`config.mk`:
```
export PLATFORM = sky130hd
export DESIGN_NAME = seq_ctrl_flat
export DESIGN_NICKNAME = d
export VERILOG_FILES = /design/src/rtl/seq_ctrl_if.sv /design/src/rtl/seq_ctrl.sv /design/src/flat_wrapper.sv
export SDC_FILE = /design/constraint.sdc
export NUM_CORES = 1
export LEC_CHECK = 0
export CAP_MARGIN = 20
export CORE_AREA = 2 2 39 41
export DETAILED_ROUTE_END_ITERATION = 16
export DIE_AREA = 0 0 41 43
export PLACE_DENSITY_LB_ADDON = 0.15
export SYNTH_ARGS = -nofsm -noshare
export SYNTH_HDL_FRONTEND = slang
export SYNTH_SLANG_ARGS = --single-unit
```
`constraint.sdc`:
```
create_clock -name CLK -period 1.73 [get_ports CLK]
set_clock_uncertainty 0.2 [all_clocks]
set_input_delay 0.2595 -clock CLK [delete_from_list [all_inputs] [get_ports CLK]]
set_output_delay 0.2595 -clock CLK [all_outputs]
set_load 0.02 [all_outputs]
```
`src/rtl/seq_ctrl_if.sv`:
```
// Handshake and memory-control bundle between a host and the seq_ctrl sequencer.
// The host (master) drives START/IN_VALID; the sequencer (slave) drives everything else.
interface seq_ctrl_if;
  logic       START;
  logic       IN_VALID;
  logic       IN_READY;
  logic [2:0] ADDR_A;
  logic       WE_A;
  logic       LD_D2;
  logic [1:0] ADDR_B;
  logic       WE_B;
  logic       BUSY;
  logic       DONE;

  modport master (
    output START, IN_VALID,
    input  IN_READY, ADDR_A, WE_A, LD_D2, ADDR_B, WE_B, BUSY, DONE
  );

  modport slave (
    input  START, IN_VALID,
    output IN_READY, ADDR_A, WE_A, LD_D2, ADDR_B, WE_B, BUSY, DONE
  );
endinterface

```
`src/rtl/seq_ctrl.sv`:
```
// Load/compute sequencer: writes 8 input bytes into A-memory, then pairs them up
// (A[2k], A[2k+1]) through the datapath into B[k], finishing with a one-cycle DONE.
module seq_ctrl (
  input  logic       CLK,
  input  logic       RESET,
  seq_ctrl_if.slave  bus
);

  typedef enum logic [2:0] {
    StIdle,
    StLoad,
    StRdEven,
    StRdOdd,
    StFin
  } state_e;

  state_e     state_q, state_d;
  logic [2:0] addr_a_q, addr_a_d;
  logic [1:0] addr_b_q, addr_b_d;

  logic in_ready, we_a, ld_d2, we_b, busy, done;

  always_ff @(posedge CLK) begin
    if (!RESET) begin
      state_q  <= StIdle;
      addr_a_q <= 3'd0;
      addr_b_q <= 2'd0;
    end else begin
      state_q  <= state_d;
      addr_a_q <= addr_a_d;
      addr_b_q <= addr_b_d;
    end
  end

  always_comb begin
    state_d  = state_q;
    addr_a_d = addr_a_q;
    addr_b_d = addr_b_q;
    in_ready = 1'b0;
    we_a     = 1'b0;
    ld_d2    = 1'b0;
    we_b     = 1'b0;
    busy     = 1'b0;
    done     = 1'b0;

    unique case (state_q)
      StIdle: begin
        if (bus.START) begin
          state_d  = StLoad;
          addr_a_d = 3'd0;
          addr_b_d = 2'd0;
        end
      end
      StLoad: begin
        in_ready = 1'b1;
        busy     = 1'b1;
        we_a     = bus.IN_VALID;
        if (bus.IN_VALID) begin
          addr_a_d = addr_a_q + 3'd1;
          if (addr_a_q == 3'd7) begin
            state_d = StRdEven;
          end
        end
      end
      StRdEven: begin
        busy     = 1'b1;
        ld_d2    = 1'b1;
        addr_a_d = addr_a_q + 3'd1;
        state_d  = StRdOdd;
      end
      StRdOdd: begin
        busy     = 1'b1;
        we_b     = 1'b1;
        addr_a_d = addr_a_q + 3'd1;
        addr_b_d = addr_b_q + 2'd1;
        state_d  = (addr_b_q == 2'd3) ? StFin : StRdEven;
      end
      StFin: begin
        busy     = 1'b1;
        done     = 1'b1;
        addr_a_d = 3'd0;
        addr_b_d = 2'd0;
        state_d  = StIdle;
      end
      default: begin
        state_d = StIdle;
      end
    endcase

    // Reset masks every strobe immediately, before the state register clears.
    if (!RESET) begin
      in_ready = 1'b0;
      we_a     = 1'b0;
      ld_d2    = 1'b0;
      we_b     = 1'b0;
      busy     = 1'b0;
      done     = 1'b0;
    end
  end

  assign bus.IN_READY = in_ready;
  assign bus.WE_A     = we_a;
  assign bus.LD_D2    = ld_d2;
  assign bus.WE_B     = we_b;
  assign bus.BUSY     = busy;
  assign bus.DONE     = done;
  assign bus.ADDR_A   = addr_a_q;
  assign bus.ADDR_B   = addr_b_q;

endmodule

```
`src/flat_wrapper.sv`:
```
// flat-port wrapper written by rule: the top's interface ports become plain ports
module seq_ctrl_flat 
  (CLK, RESET, bus_START, bus_IN_VALID, bus_IN_READY, bus_ADDR_A, bus_WE_A, bus_LD_D2, bus_ADDR_B, bus_WE_B, bus_BUSY, bus_DONE);
  seq_ctrl_if bus_i ();
  input  logic CLK;
  input  logic RESET;
  input wire logic [$bits(bus_i.START)-1:0] bus_START;
  input wire logic [$bits(bus_i.IN_VALID)-1:0] bus_IN_VALID;
  output wire logic [$bits(bus_i.IN_READY)-1:0] bus_IN_READY;
  output wire logic [$bits(bus_i.ADDR_A)-1:0] bus_ADDR_A;
  output wire logic [$bits(bus_i.WE_A)-1:0] bus_WE_A;
  output wire logic [$bits(bus_i.LD_D2)-1:0] bus_LD_D2;
  output wire logic [$bits(bus_i.ADDR_B)-1:0] bus_ADDR_B;
  output wire logic [$bits(bus_i.WE_B)-1:0] bus_WE_B;
  output wire logic [$bits(bus_i.BUSY)-1:0] bus_BUSY;
  output wire logic [$bits(bus_i.DONE)-1:0] bus_DONE;
  assign bus_i.START = bus_START;
  assign bus_i.IN_VALID = bus_IN_VALID;
  assign bus_IN_READY = bus_i.IN_READY;
  assign bus_ADDR_A = bus_i.ADDR_A;
  assign bus_WE_A = bus_i.WE_A;
  assign bus_LD_D2 = bus_i.LD_D2;
  assign bus_ADDR_B = bus_i.ADDR_B;
  assign bus_WE_B = bus_i.WE_B;
  assign bus_BUSY = bus_i.BUSY;
  assign bus_DONE = bus_i.DONE;
  seq_ctrl u_core (.CLK(CLK), .RESET(RESET), .bus(bus_i));
endmodule
```
# Yosys cells after proc, flatten, opt, wreduce, memory -nomap -nowiden
# Cells that the tools add are included.
# totals
ff_bits	8
latch_bits	0
mem_bits_rw	0
rom_bits	0
in_bits	4
out_inout_bits	11
mem_count	0
# classes
add_sub_neg	2
mul	0
n_div	0
n_lt_le_gt_ge	0
n_eq_ne	9
shifts	0
n_mux	22
n_bitwise	0
n_reduce_logical	8
# op_table
cell	n
3-bit one-hot mux with 4 select lines	2
3-bit 2-to-1 mux	6
1-bit 2-to-1 mux	12
3-bit by 2-bit == test with 1-bit output (second input constant)	2
3-bit == test (second input constant)	2
2-bit one-hot mux with 3 select lines	1
3-bit AND reduction	2
2-bit != test (second input constant)	2
4-bit nonzero test	1
4-bit OR reduction	1
3-bit by 1-bit adder with 3-bit output (second input constant)	1
3-bit by 1-bit == test with 1-bit output (second input constant)	1
3-bit logical NOT	1
3-bit nonzero test	1
2-bit by 1-bit adder with 2-bit output (second input constant)	1
2-bit == test (second input constant)	1
2-bit 2-to-1 mux	1
2-bit by 1-bit != test with 1-bit output (second input constant)	1
2-bit AND reduction	1
2-bit OR reduction	1

# Longest topological paths before layout
# Gate-level depths: netlist of the first run.
# depth
ltp_word	4
depth_mapped	5

# Worst setup path after synthesis of the first run
# OpenSTA, ideal clock, no wires.
# synth_path
path_kind	flip-flop to output port
start	register u_core.state_q[1]
end	output bus_DONE
t_arrival_ns	1.358
slack_ns	-0.088
stages_incl_launch_ff	4
path_buffers	2
cell_sequence	dfxtp_1 buf_6 buf_2 nor4b_1
# synth_via
elab_chain_cells	3
# synth_rtl
item	line	rtl
from (decl)	seq_ctrl.sv:17	state_e state_q, state_d;
from (signal assigned)	seq_ctrl.sv:25	state_q <= StIdle;
from (signal assigned)	seq_ctrl.sv:29	state_q <= state_d;
3-bit == test	seq_ctrl.sv:46	unique case (state_q)
1-bit 2-to-1 mux	seq_ctrl.sv:46	
1-bit 2-to-1 mux	seq_ctrl.sv:91	if (!RESET) begin
to (decl)	flat_wrapper.sv:16	output wire logic [$bits(bus_i.DONE)-1:0] bus_DONE;
# No other way between the ends.

# Worst setup path in the final report of the first run
# layout_path
start	register u_core.addr_a_q[2] (netlist: u_core.bus.ADDR_A[2])
end	output bus_ADDR_A[2]
# layout_lines
item	line	rtl
from (decl)	seq_ctrl.sv:18	logic [2:0] addr_a_q, addr_a_d;
from (signal assigned)	seq_ctrl.sv:30	addr_a_q <= addr_a_d;
to (decl)	flat_wrapper.sv:10	output wire logic [$bits(bus_i.ADDR_A)-1:0] bus_ADDR_A;
# No word-level cell between the ends.

==> summary.txt, run 1 <==
Place
  – Placed Cells: 96
  – Placed cell areas: 747.0 µm²
  – IO buf count: 14
  – DP HPWL: 951.1 µm
  – Routability congestion estimate: between 0.7 and 0.8

STA
  – Fin crit share: 0.9718
  – Post-route setup TNS: 0 ns
  – Slew Viols, Final: 0
  – Worst slew pin tran: ~0.36 ns
  – Final min period: ~1.7 ns
  – Slew Limit Headroom: 0.7547
  – Endpoints failing setup: 0
  – RSZ-0062 raised after global routing: yes
  – Final Hold Fails: 0
  – Worst hold margin: 0.2819 ns
  – Peak Freq: 0.5948 GHz

Clocking
  – Clock slew seen by the registers of the worst setup and hold paths: 0.06 ns
  – H-Tree Level Count: 1
  – CTS tree: yes
  – CTS Hold Bufs: 0
  – CTS root buf: clkbuf_4
  – Clock Path Buffers: 2
  – Clock Latency Late Sink: 0.25 ns
  – Clock sinks: 8
  – TritonCTS Buffers: 3

Layout
  – Area grow syn2layout: 56.08%
  – Final Cell Area: 787.0 µm²
  – Ant. Diodes: 0
  – Post-Layout Cell Count: a little over 100
  – Nets: 94
  – Fillcell total: between 100 and 150
  – Core Util, Final: 0.5687
  – Share of cells above drive strength 1: 0.4118

Power and ir drop
  – Lkg Pwr: ~0.38 nW
  – Peak supply drop: roughly 0.00034 V
  – PwrDens: 529.4 nW/µm²

Die
  – Initial core utilization: 0.3644
  – Die Area: 1763 µm²
  – Die W: 41 µm
  – Placement Rows: 14
  – Core area: 1384 µm²
  – Ports: 15
  – DIE HEIGHT: 43 µm

Worst hold path
  – Min-Delay Path Class: input port to flip-flop
  – Hold path start: RESET
  – WHS Path Cells: 3

Global routing
  – First-pass GRT wire length: 2.166 mm
  – Grt total ovfl: 0
  – Initial antenna violation count: 0
  – Total global-route track usage: 0.1831
  – Largest net degree at the start of global routing: 14
  – Vias in the first global route: 510

Synthesis
  – Seq/Total Area, Yosys: 0.3176
  – Fraction of registers with async set/reset: 0
  – Synth top area cells: dfxtp_1 32%, ha_1 7.4%, a21oi_1 6.0%
  – Synth unique cells: 29
  – Top post-synthesis cells by count: 8 x dfxtp_1, 6 x a21oi_1, 4 x nor3b_1
  – Main synth FF type: dfxtp_1
  – Post-synth top area share: 0.3176
  – Yosys Warn Count: 0
  – Syn Nets: 63
  – FF+latch count, synth: 8
  – Synth Area per Inst: between 9 and 10 µm²
  – Most frequent cell after synthesis: dfxtp_1
  – Area of the mapped netlist: 504.2 µm²
  – Post-Syn Instances: 56
  – Largest area contributor in the netlist: dfxtp_1
  – Post-synth EDFFs: 0

Critical path
  – Reg2Reg Depth: 6
  – Worst Setup SP: u_core.bus.ADDR_A[2]$_SDFFE_PN0P_
  – WP data required: between 1 and 1.5 ns
  – Critical path arrival: approximately 1.2 ns
  – Max incr delay on CP: 0.61 ns
  – CP endpoint kind: primary output
  – Buf/Inv on CP: 1
  – CP max-delay cell: clkdlybuf4s50_1
  – CP Max Fanout: 3
  – Critical path's top delay family: buffers and inverters
  – Crit path kind: flip-flop to primary output
  – Worst r2r src: u_core.state_q[0]$_SDFFE_PN0P_
  – Critical path, cell by cell: clkdlybuf4s50_1
  – CP startpoint kind: flip-flop
  – CP Depth: 1

Run status
  – Status: complete, no violations

Routing
  – Antenna Violating Nets Remaining: 0
  – Drt wl/cell: around 13 µm
  – Total Wirelength: 1.296 mm
  – DR vias: 525
  – Initial DRC count: 5
  – DR DRC count: 0
  – Drt first pass iters: 4
  – Vias per cell: 5.198

Job
  – Max-cap violations: 0
## layout by cell type, fill, tap and decap left out, types with 2 or more instances in the layout
cell type / count
o21a_1: 3
dlymetal6s2s_1: 2
dfxtp_1: 5
dlygate4sd2_1: 2
buf_4: 18
ha_1: 3
clkdlybuf4s50_1: 4
nor3b_1: 3
clkbuf_4: 3
buf_2: 3
and2_1: 3
nor2_1: 2
o31a_1: 2
nor3b_2: 2
dfxtp_2: 2
o311ai_1: 2
a21oi_1: 6
## through the flow
stage | power (W) | setup slack, ns
floorplan | 0.0002302 | 0.01510
global placement | 0.0002732 | -0.5058
detailed placement | 0.0002734 | -0.5189
CTS | 0.0004217 | 0.01312
global route | 0.0004415 | -0.009342
finish | 0.0004166 | 0.04886
## worst min-delay path: cells and delay by family
family | cells | cell delay [ns]
AO/OA/AOI/OAI | 1 | 0.12
buffers and inverters | 2 | 0.31
## final cells by class
cell class                      instances  area, µm²  area share
Multi-Input combinational cell         42      326.6      0.4149
Timing Repair Buffer                   30      244.0      0.3100
Sequential cell                         8      166.4      0.2114
Clock buffer                            3      22.52     0.02862
Tap cell                               16      20.02     0.02544
Inverter                                2      7.507    0.009539
## layer usage
layer / global-route usage / up-vias / wire length (µm)
met5: 0 / - / 0
met4: 0.1200 / 0 / 17
met3: 0.03141 / 2 / 49
met2: 0.2688 / 8 / 662
met1: 0.2330 / 247 / 567
li1: - / 268 / -
## what timing repair did
action,in CTS,in global routing
buffers inserted,1,1
resized for setup,34,9
setup endpoints to repair,7,6
pin swaps,2,2
endpoints found under the hold margin,0,0
## cells by family after synthesis
group           count (synthesis)  share of synthesized area
xor+xnor                        1                    0.01737
fa+ha+maj                       3                    0.07445
compound gates                 18                     0.2507
flops                           8                     0.3176
buf+inv                         6                    0.07197
simple gates                   20                     0.2680
## power breakdown
group	total, W	internal, W	leakage (nW)	switching, W
Clock	0.000147	0.0000797	0.0138	0.0000673
Combinational	0.0000798	0.0000409	0.296	0.0000390
Sequential	0.000190	0.000186	0.0664	0.00000328
## sequential cells by signal (all words and copies together) (netlist names)
signal             flops
u_core.state_q         3
u_core.bus.ADDR_B      2
u_core.bus.ADDR_A      3
## worst paths after layout
check                                 endpoint  slack [ns]
min          u_core.bus.ADDR_A[0]$_SDFFE_PN0P_        0.28
min reg2reg  u_core.bus.ADDR_B[1]$_SDFFE_PN0P_        0.31
max                              bus_ADDR_A[2]        0.05
max reg2reg  u_core.bus.ADDR_A[1]$_SDFFE_PN0P_        0.17
Note: power is estimated with default switching activity, not from simulation.
==> inputs of run 2 (changes only) <==
- PLACE_DENSITY: default -> 0.76
- PLACE_DENSITY_LB_ADDON: 0.15 -> default
==> run 2 against run 1 <==
Power up 1.1%. Clock power about the same. Combinational power up 2.6%. Global-route usage down 0.89 points. Critical path depth up 3. Fmax down 0.87%. Core utilization up 1.2 points. Routed wire length up 3.2%. Flip-flop and latch count unchanged. Critical path type unchanged. Largest cell class unchanged.
==> summary.txt, run 2 (synthesis gave the netlist of run 1 again) <==
Power and ir drop
  – PwrDens: 524.5 nW/µm² (-0.91%)
  – Peak supply drop: 0.0003236 V (-5.4%)
  – Lkg Pwr: 0.3951 nW (+5.1%)
  – Post-layout power: 0.0004213 W (+1.1%)

Clocking
  – CTS root buf: clkbuf_4
  – CTS tree: yes
  – TritonCTS Buffers: 3 (unchanged)
  – Clock Path Buffers: 2 (unchanged)
  – Clock Latency Late Sink: 0.26 ns (about the same)
  – Clock slew seen by the registers of the worst setup and hold paths: 0.06 ns (about the same)
  – CTS Hold Bufs: 0 (unchanged)
  – Clock sinks: 8 (unchanged)
  – H-Tree Level Count: 1 (unchanged)

Layout
  – Ant. Diodes: 0 (unchanged)
  – Commonest non-fill, non-tap cell in the layout: buf_4
  – Share of cells above drive strength 1: 0.4186 (+0.006840)
  – Final Cell Area: 803.3 µm² (+2.1%)
  – Post-Layout Cell Count: 102 (+0.99%)
  – Most frequent cells in the layout: 19 x buf_4, 6 x a21oi_1, 5 x dfxtp_1, 4 x dlygate4sd2_1
  – Area grow syn2layout: 59.31%
  – Nets: 95 (+1.1%)

Die
  – Placement Rows: 14 (unchanged)
  – Die Area: 1763 µm² (unchanged)
  – DIE HEIGHT: 43 µm (unchanged)
  – Die W: 41 µm (unchanged)
  – Ports: 15 (unchanged)
  – Core area: 1384 µm² (unchanged)
  – Initial core utilization: 0.3644 (unchanged)

Place
  – Placed Cells: 97 (+1.0%)
  – DP HPWL: 1.015 mm (+6.7%)
  – Setup WS pre-CTS: -0.5544 ns (-0.03555 ns)
  – Placed cell areas: 754.5 µm² (+1.0%)
  – IO buf count: 14 (unchanged)
  – Routability congestion estimate: 0.7871 (+3.4%)

Global routing
  – Largest net degree at the start of global routing: 12 (-2)
  – Grt total ovfl: 0 (unchanged)
  – Vias in the first global route: 438 (-14%)
  – First-pass GRT wire length: 1.973 mm (-8.9%)
  – Initial antenna violation count: 0 (unchanged)
  – Total global-route track usage: 0.1742 (-0.008879)

Critical path
  – CP startpoint kind: flip-flop
  – Critical Path Most Common Cell: buf_4
  – Max incr delay on CP: 0.37 ns (-0.24 ns)
  – Buf/Inv on CP: 2 (+1)
  – Critical path, cell by cell: buf_4 -> nor3b_4 -> and2_1 -> buf_4
  – CP max-delay cell: dfxtp_4
  – CP Max Fanout: 8 (+5)
  – Critical path arrival: 1.24 ns (+0.02 ns)
  – Critical path's top delay family: flip-flops
  – Crit path kind: flip-flop to primary output
  – CP endpoint kind: primary output
  – WP data required: 1.27 ns (about the same)

STA
  – Worst hold margin: 0.3050 ns (+0.02312 ns)
  – Slew Viols, Final: 0 (unchanged)
  – Peak Freq: 0.5897 GHz (-0.87%)
  – Fin crit share: 0.9803 (+0.008499)
  – Slew Limit Headroom: 0.7647 (+0.009951)
  – Endpoints failing setup: 0 (unchanged)
  – Worst slew pin tran: 0.3501 ns (-0.01480 ns)
  – PnR worst setup slack: 0.03415 ns (-0.01470 ns)
  – Final min period: 1.696 ns (+0.01470 ns)
  – Final Hold Fails: 0 (unchanged)
  – RSZ-0062 raised after global routing: yes

Routing
  – Drt first pass iters: 4 (unchanged)
  – Top layer in use: met4
  – DR DRC count: 0 (unchanged)
  – Antenna Violating Nets Remaining: 0 (unchanged)
  – Met3 wire length: 85 µm (+73%)
  – Initial DRC count: 9 (+4)
  – Drt wl/cell: 13.11 µm (+2.2%)
  – DR vias: 533 (+1.5%)
  – WL met1: 564 µm (-0.53%)
  – Vias per cell: 5.225 (+0.53%)
  – Total Wirelength: 1.337 mm (+3.2%)
  – Met2 WL: 658 µm (-0.60%)

Run status
  – Status: complete, no violations

Job
  – Max-cap violations: 0 (unchanged)

Worst hold path
  – Min-Delay Path Class: input port to flip-flop
[run 2: cell type report]
type                            instances  area [µm²]
Inverter                                2       7.507
Fill cell                             138       580.6
Sequential cell                         8       166.4
Clock buffer                            3       22.52
Tap cell                               16       20.02
Timing Repair Buffer                   31       249.0
Multi-Input combinational cell         42       337.8
[run 2: timing repair]
action,4_1_cts,5_1_grt
setup buffers,0,2
gates resized for setup,38,9
cloned,0,0
setup endpoints to repair,9,5
[run 2: metal layers]
layer | GRT usage | vias up
met1 | 0.1981 | 242
met2 | 0.2469 | 15
met5 | 0 | -
met4 | 0.1133 | 0
li1 | - | 274
met3 | 0.08377 | 2
[run 2: tightest hold or removal path, delay by kind of cell]
family,cells,cell delay [ns]
buf+inv,2,0.38
compound gates,1,0.10
[run 2: final timing paths]
kind | startpoint | end | slack, ns | cells after the start
min | RESET | u_core.bus.ADDR_A[2]$_SDFFE_PN0P_ | 0.30 | 3
max reg2reg | u_core.state_q[1]$_SDFFE_PN0P_ | u_core.bus.ADDR_A[0]$_SDFFE_PN0P_ | 0.15 | 5
max | u_core.state_q[1]$_SDFFE_PN0P_ | bus_WE_A | 0.03 | 4
min reg2reg | u_core.bus.ADDR_B[0]$_SDFFE_PN0P_ | u_core.bus.ADDR_B[0]$_SDFFE_PN0P_ | 0.30 | 2
[run 2: stage by stage]
stage | TNS (ns) | util
floorplan | 0 | -
global placement | -2.955 | 0.5452
detailed placement | -3.071 | 0.5452
CTS | 0 | 0.5452
global route | -0.02520 | 0.5805
finish | 0 | 0.5805
[run 2: report_power, final]
| part | total [W] | internal [W] | switching, W | leakage, nW |
|---|---|---|---|---|
| registers | 0.000191 | 0.000187 | 0.00000406 | 0.0664 |
| clock network | 0.000149 | 0.0000798 | 0.0000690 | 0.0138 |
| logic | 0.0000819 | 0.0000427 | 0.0000393 | 0.315 |
==> inputs of run 3 (changes only) <==
- clock period: 1.73 -> 2 ns (I/O delays scaled with it)
==> run 3 against run 2 <==
Hold slack got worse by 0.0077 ns. Sequential share of layout area increased by 0.57 points. Design area decreased by 5.6%. First-iteration DRC count unchanged. Clock power decreased by 11%. Count of clock-buffer cells in the layout unchanged. Register-to-register slack improved by 0.30 ns. Critical path depth unchanged. Die area unchanged. Core utilization decreased by 3.3 points. Via count increased by 1.9%. Largest cell class unchanged. Highest routed layer unchanged.
==> summary.txt, run 3 (synthesis gave the netlist of run 1 again) <==
Place
  – Routability congestion estimate: 0.7755 (-1.5%)
  – Setup WS pre-CTS: -0.3321 ns (+0.2223 ns)
  – DP HPWL: 913.3 µm (-10%)
  – IO buf count: 14 (unchanged)

Routing
  – Initial DRC count: 9 (unchanged)
  – Total Wirelength: 1.220 mm (-8.8%)
  – Vias per cell: 5.430 (+3.9%)
  – DR DRC count: 0 (unchanged)
  – DR vias: 543 (+1.9%)
  – Drt first pass iters: 4 (unchanged)
  – Antenna Violating Nets Remaining: 0 (unchanged)
  – Drt wl/cell: 12.20 µm (-6.9%)

Global routing
  – First-pass GRT wire length: 1.925 mm (-2.4%)
  – Vias in the first global route: 463 (+5.7%)
  – Grt total ovfl: 0 (unchanged)
  – Total global-route track usage: 0.1678 (-0.006380)
  – Largest net degree at the start of global routing: 12 (unchanged)
  – Initial antenna violation count: 0 (unchanged)

Worst hold path
  – Min-Delay Path Class: flip-flop to flip-flop
  – Hold path start: u_core.bus.ADDR_B[1]$_SDFFE_PN0P_
  – Worst Hold End: u_core.bus.ADDR_B[1]$_SDFFE_PN0P_
  – WHS Path Cells: 2 (-1)

Run status
  – Status: complete, no violations

Critical path
  – Critical path arrival: 1.43 ns (+0.19 ns)
  – Reg2Reg Depth: 5 (unchanged)
  – WP data required: 1.50 ns (+0.23 ns)
  – Crit path kind: flip-flop to primary output
  – Flop2flop setup slack: 0.45 ns (+0.30 ns)
  – CP endpoint kind: primary output
  – CP Max Fanout: 8 (unchanged)
  – Reg-to-Reg End: u_core.bus.ADDR_A[1]$_SDFFE_PN0P_
  – Worst r2r src: u_core.state_q[2]$_SDFFE_PN0P_
  – CP startpoint kind: flip-flop

Clocking
  – Clock Latency Late Sink: 0.27 ns (about the same)
  – CTS Hold Bufs: 0 (unchanged)
  – Clock slew seen by the registers of the worst setup and hold paths: 0.06 ns (about the same)
  – TritonCTS Buffers: 3 (unchanged)
  – Post-CTS Setup Inserts: 0 (unchanged)
  – CTS root buf: clkbuf_4
  – Clock sinks: 8 (unchanged)
  – Clock Path Buffers: 2 (unchanged)
  – CTS tree: yes
  – H-Tree Level Count: 1 (unchanged)

Die
  – Core area: 1384 µm² (unchanged)
  – Die Area: 1763 µm² (unchanged)
  – Ports: 15 (unchanged)
  – Initial core utilization: 0.3644 (unchanged)
  – Placement Rows: 14 (unchanged)
  – DIE HEIGHT: 43 µm (unchanged)
  – Die W: 41 µm (unchanged)

Power and ir drop
  – Peak supply drop: 0.0002674 V (-17%)
  – Lkg Pwr: 0.3264 nW (-17%)
  – PwrDens: 478.6 nW/µm² (-8.8%)

STA
  – Worst slew pin tran: 0.3735 ns (+0.02343 ns)
  – Final Hold Fails: 0 (unchanged)
  – Endpoints failing setup: 0 (unchanged)
  – Fin crit share: 0.9642
  – Slew Limit Headroom: 0.7504 (-0.01421)
  – Slew Viols, Final: 0 (unchanged)
  – PnR worst setup slack: 0.07160 ns (+0.03745 ns)
  – Peak Freq: 0.5186 GHz
  – Final min period: 1.928 ns

Layout
  – Ant. Diodes: 0 (unchanged)
  – Commonest non-fill, non-tap cell in the layout: buf_4
  – Share of cells above drive strength 1: 0.3333 (-0.08527)
  – Nets: 93 (-2.1%)
  – Area grow syn2layout: 50.37%
  – Most frequent cells in the layout: 15 x buf_4, 8 x clkdlybuf4s50_1, 7 x dfxtp_1, 6 x a21oi_1
  – Fillcell total: 143 (+3.6%)
  – Core Util, Final: 0.5479 (-0.03255)

Job
  – Max-cap violations: 0 (unchanged)
## run 3: cell count changes in the layout (fill, tap and decap cells not counted), moves of 2 or more
cell,delta
buf_4,-4
clkdlybuf4s50_1,+6
dlygate4sd2_1,-3
dfxtp_1,+2
dlymetal6s2s_1,-2
## run 3: power breakdown
group | internal (W) | switching (W) | total, W
clock network | 0.0000693 | 0.0000642 | 0.000133
logic | 0.0000332 | 0.0000308 | 0.0000640
registers | 0.000162 | 0.00000316 | 0.000165
## run 3: worst max-delay path by stage
stage	to	cells after the start	slack (ns)	from
2_1_floorplan	bus_DONE	3	0.14	u_core.state_q[1]$_SDFFE_PN0P_
3_3_place_gp	bus_DONE	4	-0.37	RESET
3_5_place_dp	bus_DONE	4	-0.33	RESET
4_1_cts	bus_LD_D2	5	0.009	RESET
5_1_grt	bus_BUSY	4	-0.003	u_core.state_q[2]$_SDFFE_PN0P_
6_report	bus_BUSY	4	0.07	u_core.state_q[2]$_SDFFE_PN0P_
## run 3: per-stage QoR
step / cells / hold WS (ns) / TNS, ns / area, µm² / power (W)
after floorplan: 56 / 0.2175 / 0 / 504.2 / 0.0001985
after global placement: 97 / 0.2859 / -1.585 / 748.2 / 0.0002334
after detailed placement: 97 / 0.2907 / -1.626 / 748.2 / 0.0002336
after CTS: 100 / 0.3022 / 0 / 770.7 / 0.0003687
after global routing: 100 / 0.3411 / -0.003233 / 758.2 / 0.0003853
final: 100 / 0.2973 / 0 / 758.2 / 0.0003629
## run 3: routing by layer
layer | wire (µm) | global-route usage
met1 | 496 | 0.1806
met4 | 32 | 0.1000
met5 | 0 | 0
met2 | 579 | 0.2500
met3 | 111 | 0.08377
## run 3: critical path: stages (launching register included)
cell and delay (ns):
dfxtp_1 0.38, buf_4 0.18, o21a_1 0.11, nor3_1 0.16, clkdlybuf4s15_1 0.33
## run 3: what timing repair did
item | CTS | global route
gates resized for setup | 13 | 11
setup endpoints to repair | 6 | 5
hold endpoints to repair | 0 | 0
## run 3: cell type report
type,instances,area [µm²],share of cell area
clock buffer,3,22.52,0.02970
timing repair buffer,29,231.5,0.3053
inverter,2,7.507,0.009901
multi-input combinational,42,315.3,0.4158
tap,16,20.02,0.02640
sequential,8,161.4,0.2129
